### config.mk
export PLATFORM = sky130hd
export DESIGN_NAME = sys_io_poll_scheduler
export DESIGN_NICKNAME = d
export VERILOG_FILES = /design/src/rtl/sys_io_poll_scheduler.sv
export SDC_FILE = /design/constraint.sdc
export NUM_CORES = 1
export LEC_CHECK = 0
export CAP_MARGIN = 40
export CORE_ASPECT_RATIO = 0.6
export CORE_MARGIN = 2
export CORE_UTILIZATION = 38
export DETAILED_ROUTE_END_ITERATION = 12
export SYNTH_ARGS = -nofsm -noshare
export SYNTH_HDL_FRONTEND = slang
export SYNTH_SLANG_ARGS = --single-unit
export TNS_END_PERCENT = 30
### constraint.sdc
create_clock -name clk_in -period 4.4 [get_ports clk_in]
set_input_delay 0.44 -clock clk_in [delete_from_list [all_inputs] [get_ports clk_in]]
set_output_delay 0.44 -clock clk_in [all_outputs]
set_load 0.02 [all_outputs]
### src/rtl/sys_io_poll_scheduler.sv
// Poll scheduler for the external controller chip: raises poll requests at a fixed rate,
// frames START + 8 button bytes + joy_y + joy_x, and commits complete snapshots atomically.
module sys_io_poll_scheduler #(
  parameter int unsigned POLL_PERIOD    = 1_600_000,
  parameter int unsigned TIMEOUT_CYCLES = 200_000,
  parameter int unsigned MAX_RETRIES    = 3,
  parameter logic [7:0]  START_CHAR     = 8'hFF
) (
  input  logic        clk_in,
  input  logic        rst_in,
  input  logic        enable_in,
  input  logic [7:0]  byte_in,
  input  logic        byte_valid_in,
  output logic        poll_req_out,
  output logic [23:0] controller_out,
  output logic        controller_valid_out,
  output logic        link_up_out,
  output logic        busy_out,
  output logic [15:0] frame_count_out,
  output logic [15:0] error_count_out
);

  localparam int PW = $clog2(POLL_PERIOD);
  localparam int TW = $clog2(TIMEOUT_CYCLES);

  typedef enum logic [2:0] {
    S_IDLE, S_WAIT_START, S_RX_BTN, S_RX_JOY_Y, S_RX_JOY_X
  } state_t;

  state_t      state_q, state_d;
  logic [PW-1:0] poll_q, poll_d;
  logic [TW-1:0] to_q, to_d;
  logic [3:0]  retry_q, retry_d;
  logic        retry_pend_q, retry_pend_d;
  logic [2:0]  bcnt_q, bcnt_d;
  logic [7:0]  btn_q, btn_d;
  logic [7:0]  joy_y_q, joy_y_d;
  logic [23:0] ctrl_q, ctrl_d;
  logic        valid_q, valid_d;
  logic        link_q, link_d;
  logic [15:0] frame_q, frame_d;
  logic [15:0] err_q, err_d;
  logic        tick, err, taken;

  // The poll timer free-runs while enabled; ticks seen outside plain IDLE are simply lost.
  always_comb begin
    tick   = enable_in && (poll_q == PW'(POLL_PERIOD - 1));
    poll_d = poll_q + 1'b1;
    if (!enable_in || tick) poll_d = '0;
  end

  always_comb begin
    state_d      = state_q;
    to_d         = to_q;
    retry_d      = retry_q;
    retry_pend_d = retry_pend_q;
    bcnt_d       = bcnt_q;
    btn_d        = btn_q;
    joy_y_d      = joy_y_q;
    ctrl_d       = ctrl_q;
    valid_d      = 1'b0;
    link_d       = link_q;
    frame_d      = frame_q;
    err_d        = err_q;
    err          = 1'b0;
    taken        = 1'b0;

    if (!enable_in) begin
      state_d      = S_IDLE;
      retry_pend_d = 1'b0;
    end else begin
      case (state_q)
        S_IDLE: begin
          if (retry_pend_q) begin
            state_d      = S_WAIT_START;
            to_d         = '0;
            retry_pend_d = 1'b0;
          end else if (tick) begin
            state_d = S_WAIT_START;
            to_d    = '0;
            retry_d = '0;
          end
        end
        S_WAIT_START: begin
          if (byte_valid_in && byte_in == START_CHAR) begin
            taken   = 1'b1;
            state_d = S_RX_BTN;
            to_d    = '0;
            bcnt_d  = '0;
            btn_d   = '0;
          end
        end
        S_RX_BTN: begin
          if (byte_valid_in) begin
            taken = 1'b1;
            if (byte_in[7:1] != 7'd0) begin
              err = 1'b1;
            end else begin
              btn_d  = {btn_q[6:0], byte_in[0]};
              bcnt_d = bcnt_q + 3'd1;
              to_d   = '0;
              if (bcnt_q == 3'd7) state_d = S_RX_JOY_Y;
            end
          end
        end
        S_RX_JOY_Y: begin
          if (byte_valid_in) begin
            taken   = 1'b1;
            joy_y_d = byte_in;
            to_d    = '0;
            state_d = S_RX_JOY_X;
          end
        end
        S_RX_JOY_X: begin
          if (byte_valid_in) begin
            taken   = 1'b1;
            state_d = S_IDLE;
            ctrl_d  = {byte_in, joy_y_q, btn_q};
            valid_d = 1'b1;
            frame_d = frame_q + 16'd1;
            link_d  = 1'b1;
          end
        end
        default: state_d = S_IDLE;
      endcase

      // A byte arriving in the expiry cycle wins over the timeout.
      if (state_q != S_IDLE && !taken) begin
        if (to_q == TW'(TIMEOUT_CYCLES - 1)) err = 1'b1;
        else to_d = to_q + 1'b1;
      end

      if (err) begin
        state_d = S_IDLE;
        if (err_q != 16'hFFFF) err_d = err_q + 16'd1;
        if (retry_q < 4'(MAX_RETRIES)) begin
          retry_d      = retry_q + 4'd1;
          retry_pend_d = 1'b1;
        end else begin
          link_d       = 1'b0;
          retry_pend_d = 1'b0;
        end
      end
    end
  end

  always_ff @(posedge clk_in or posedge rst_in) begin
    if (rst_in) begin
      state_q      <= S_IDLE;
      poll_q       <= '0;
      to_q         <= '0;
      retry_q      <= '0;
      retry_pend_q <= 1'b0;
      bcnt_q       <= '0;
      btn_q        <= '0;
      joy_y_q      <= '0;
      ctrl_q       <= {8'h80, 8'h80, 8'h00};
      valid_q      <= 1'b0;
      link_q       <= 1'b0;
      frame_q      <= '0;
      err_q        <= '0;
    end else begin
      state_q      <= state_d;
      poll_q       <= poll_d;
      to_q         <= to_d;
      retry_q      <= retry_d;
      retry_pend_q <= retry_pend_d;
      bcnt_q       <= bcnt_d;
      btn_q        <= btn_d;
      joy_y_q      <= joy_y_d;
      ctrl_q       <= ctrl_d;
      valid_q      <= valid_d;
      link_q       <= link_d;
      frame_q      <= frame_d;
      err_q        <= err_d;
    end
  end

  assign poll_req_out         = (state_q == S_WAIT_START);
  assign busy_out             = (state_q != S_IDLE);
  assign controller_out       = ctrl_q;
  assign controller_valid_out = valid_q;
  assign link_up_out          = link_q;
  assign frame_count_out      = frame_q;
  assign error_count_out      = err_q;

endmodule
==> implementation parameters <==
Parameter                              Value

Setup path
  Worst-path fanout max    5
  Kind of end point of the critical path    register
  Kind of start point of the critical path    primary input
  Worst path arrival time    3.08 ns
  Cell depth of the worst flop-to-flop path    6
  CP required    4.70 ns
  Critical path class    in -> reg
  Worst R2R Setup Slack    1.78 ns
  Worst reg2reg endpoint    to_q[14]
  Startpoint of the worst register-to-register path    state_q[2]

STA
  Post-Route Hold Slack    0.286 ns
  RSZ-0062 raised after global routing    false
  Final number of hold-violating endpoints    0
  Relative max-transition margin    0.396
  Final Max Tran Viols    0
  Worst Skew    0.00879 ns
  Final worst path period share    0.632
  Timing-limited maximum frequency    360 MHz
  Finish-stage setup viols    0
  Setup_tns    0 ns
  Actual transition at the worst max-transition pin    0.904 ns
  Minimum clock period after layout    2.78 ns

Yosys
  Cell area after synthesis    5860 um^2
  Yosys cell types    64
  Number of enable flip-flop cells after synthesis    0
  Prevailing post-synth register cell    sky130_fd_sc_hd__dfrtp_1
  Share of synthesized registers carrying an async set or reset    1.00
  Number of warning messages in the yosys log    0
  Post-Synthesis Mean Instance Area    10.9 um^2
  Largest area contributor in the netlist    sky130_fd_sc_hd__dfrtp_1
  Synthesized netlist cell count    536
  Area fraction of the dominant cell type after synthesis    0.521
  Post-synth net total    555
  FF+latch count, synth    124
  Top cells by area, synth    sky130_fd_sc_hd__dfrtp_1 (52%), sky130_fd_sc_hd__mux2_2 (6.3%), sky130_fd_sc_hd__xnor2_1 (4.3%)
  Sequential fraction of the synthesis area    0.530

Drt
  Count of vias placed by the detailed router    4415
  Antenna-violating nets left    0
  Routed wire length per instance    16.4 um
  Violation count after the first detailed-routing iteration    320
  Number of design rule violations left after detail routing    0
  Iteration count of the initial detailed-routing pass    5
  DRT Wirelength    13600 um
  Average via count per standard cell    5.34

Flow run
  Maximum Capacitance Violations    0

Clock network
  Clock buffers created by TritonCTS    17
  Clock tree buffer depth    2
  Buffer cell driving the clock tree root    sky130_fd_sc_hd__clkbuf_16
  # Post-CTS Setup Buffers    0
  Number of resized instances in the post-cts repair step    0
  Clock latency reported for the late side of the worst-skew pair    0.42 ns
  Clock net sink count    124
  Clock transition at the registers of the reported paths    0.06 ns
  CTS tree    built
  H-tree levels    4
  Number of hold buffers added after CTS    0

Cells and area
  NumNets Final    630
  Core occupancy in the finished layout    0.488
  Share of layout cells above drive strength 1    0.143
  Area Growth Syn to Fin    26.7%

Place
  Final estimated routing congestion in global placement    0.785
  Detail Placement HPWL    9650 um
  Count of input and output buffers    71

Global routing
  Remaining global-route overflow    0
  First-pass GRT wire length    22600 um
  Antenna violations before repair    1
  Vias in the first global route    4366
  Pin count of the biggest net entering global routing    64
  Combined global-route utilization of all metal layers    0.178

Outcome
  Run status    finished clean

Die
  Die span in x    164 um
  Overall die height    100 um
  Initial cell density of the core    0.385
  Row count    35
  Number of top-level pins    72
  Floorplan die area    16500 um^2
  Standard cell core area    15200 um^2

Pwr
  Areal power density over the cells    358 nW/um^2
  IR drop worst, VDD    0.244 mV
  Leakage dissipation    3.29 nW

Hold path
  Classification of the worst-slack hold path    in -> async
flip-flops by register name (all words and copies together), names as in the netlist:
name                  count
frame_count_out          16
to_q                     18
link_up_out               1
bcnt_q                    3
retry_pend_q              1
error_count_out          16
controller_valid_out      1
retry_q                   4
poll_q                   21
joy_y_q                   8
controller_out           24
state_q                   3
btn_q                     8
layout by cell type, fill, tap and decap left out, types with 3 or more instances in the layout:
cell type,n
sky130_fd_sc_hd__inv_1,16
sky130_fd_sc_hd__a31oi_1,4
sky130_fd_sc_hd__o21ai_1,12
sky130_fd_sc_hd__nand2_1,33
sky130_fd_sc_hd__inv_6,7
sky130_fd_sc_hd__nand3_1,49
sky130_fd_sc_hd__and2_1,8
sky130_fd_sc_hd__xor2_1,19
sky130_fd_sc_hd__clkbuf_16,17
sky130_fd_sc_hd__and3_1,18
sky130_fd_sc_hd__nor3_1,12
sky130_fd_sc_hd__bufinv_16,3
sky130_fd_sc_hd__mux2_2,33
sky130_fd_sc_hd__mux2i_1,5
sky130_fd_sc_hd__dfrtp_1,122
sky130_fd_sc_hd__o21ai_0,3
sky130_fd_sc_hd__xnor2_1,29
sky130_fd_sc_hd__ha_1,7
sky130_fd_sc_hd__clkdlybuf4s50_1,71
sky130_fd_sc_hd__and4_1,4
sky130_fd_sc_hd__nor2b_1,4
sky130_fd_sc_hd__nor4_1,5
sky130_fd_sc_hd__nand4_1,18
sky130_fd_sc_hd__a21oi_1,13
sky130_fd_sc_hd__nor2_1,40
sky130_fd_sc_hd__a22o_1,5
sky130_fd_sc_hd__buf_4,3
sky130_fd_sc_hd__nor4bb_1,4
sky130_fd_sc_hd__or3_1,3
cells in the mapped netlist, drive strengths merged (3+ instances only):
cell type	number
nor3	14
nor2b	4
nand2	33
nor4	7
mux2i	5
nor2	40
nor4b	3
ha	7
o21ai	15
mux2	34
a21o	3
nor3b	3
and3	18
a21oi	13
or3	3
nor4bb	4
and2	8
a31oi	4
clkbuf	12
buf	8
nand3	50
dfrtp	122
and4	4
a22o	5
nand4	18
xor2	19
inv	19
xnor2	29
through the flow:
| stage | std cells | worst slack, ns | total power [mW] | area (um^2) |
|---|---|---|---|---|
| after global routing | 826 | 1.46 | 2.76 | 7420 |
| after detailed placement | 795 | 1.25 | 1.23 | 6810 |
| final | 827 | 1.62 | 2.66 | 7420 |
| after floorplan | 536 | 0.664 | 1.20 | 5860 |
| after CTS | 826 | 1.67 | 2.69 | 7420 |
| after global placement | 794 | 1.31 | 1.22 | 6790 |
worst max-delay path: stages:
cell and delay [ns]:
sky130_fd_sc_hd__clkdlybuf4s50_1 0.45, sky130_fd_sc_hd__nor4_1 0.56, sky130_fd_sc_hd__a21oi_1 0.27, sky130_fd_sc_hd__a2111oi_4 0.40, sky130_fd_sc_hd__nor3b_2 0.44, sky130_fd_sc_hd__nor2_1 0.19, sky130_fd_sc_hd__a211o_1 0.32
logic make-up after synthesis:
logic type | count (synthesis) | share of synthesized area
buffers and inverters | 39 | 0.0269
and+or+nand+nor | 218 | 0.206
xor gates and xnor gates | 48 | 0.0718
adders and majority gates | 7 | 0.0150
DFF | 124 | 0.530
AOI/OAI and AO/OA | 61 | 0.0756
muxes | 39 | 0.0739
layer usage:
metal / up-vias / routed length (um) / global-route usage
li1: 2082 / - / -
met1: 2202 / 6990 / 0.267
met2: 113 / 5560 / 0.240
met3: 18 / 820 / 0.0579
met4: 0 / 188 / 0.0567
met5: - / 0 / 0
layout make-up:
cell class | instances | area [um^2]
antenna | 1 | 2.50
clock buffer | 17 | 425
clock inverter | 14 | 180
fill | 1361 | 7770
inverter | 19 | 73.8
multi-input combinational | 373 | 2600
sequential | 124 | 3110
tap | 203 | 254
timing repair buffer | 76 | 781
worst max path at each step:
stage / startpoint / slack, ns / endpoint
2_1_floorplan: rst_in / 0.66 / bcnt_q[0]
3_3_place_gp: byte_in[4] / 1.31 / to_q[14]
3_5_place_dp: byte_in[4] / 1.25 / to_q[14]
4_1_cts: byte_in[4] / 1.67 / to_q[14]
5_1_grt: byte_in[5] / 1.46 / to_q[14]
6_report: byte_in[4] / 1.62 / to_q[14]
report_power, final:
| part | internal [mW] | switching [mW] |
|---|---|---|
| registers | 1.14 | 0.00299 |
| clock network | 0.899 | 0.549 |
| logic | 0.0192 | 0.0421 |
(Power assumes the default switching activity.)
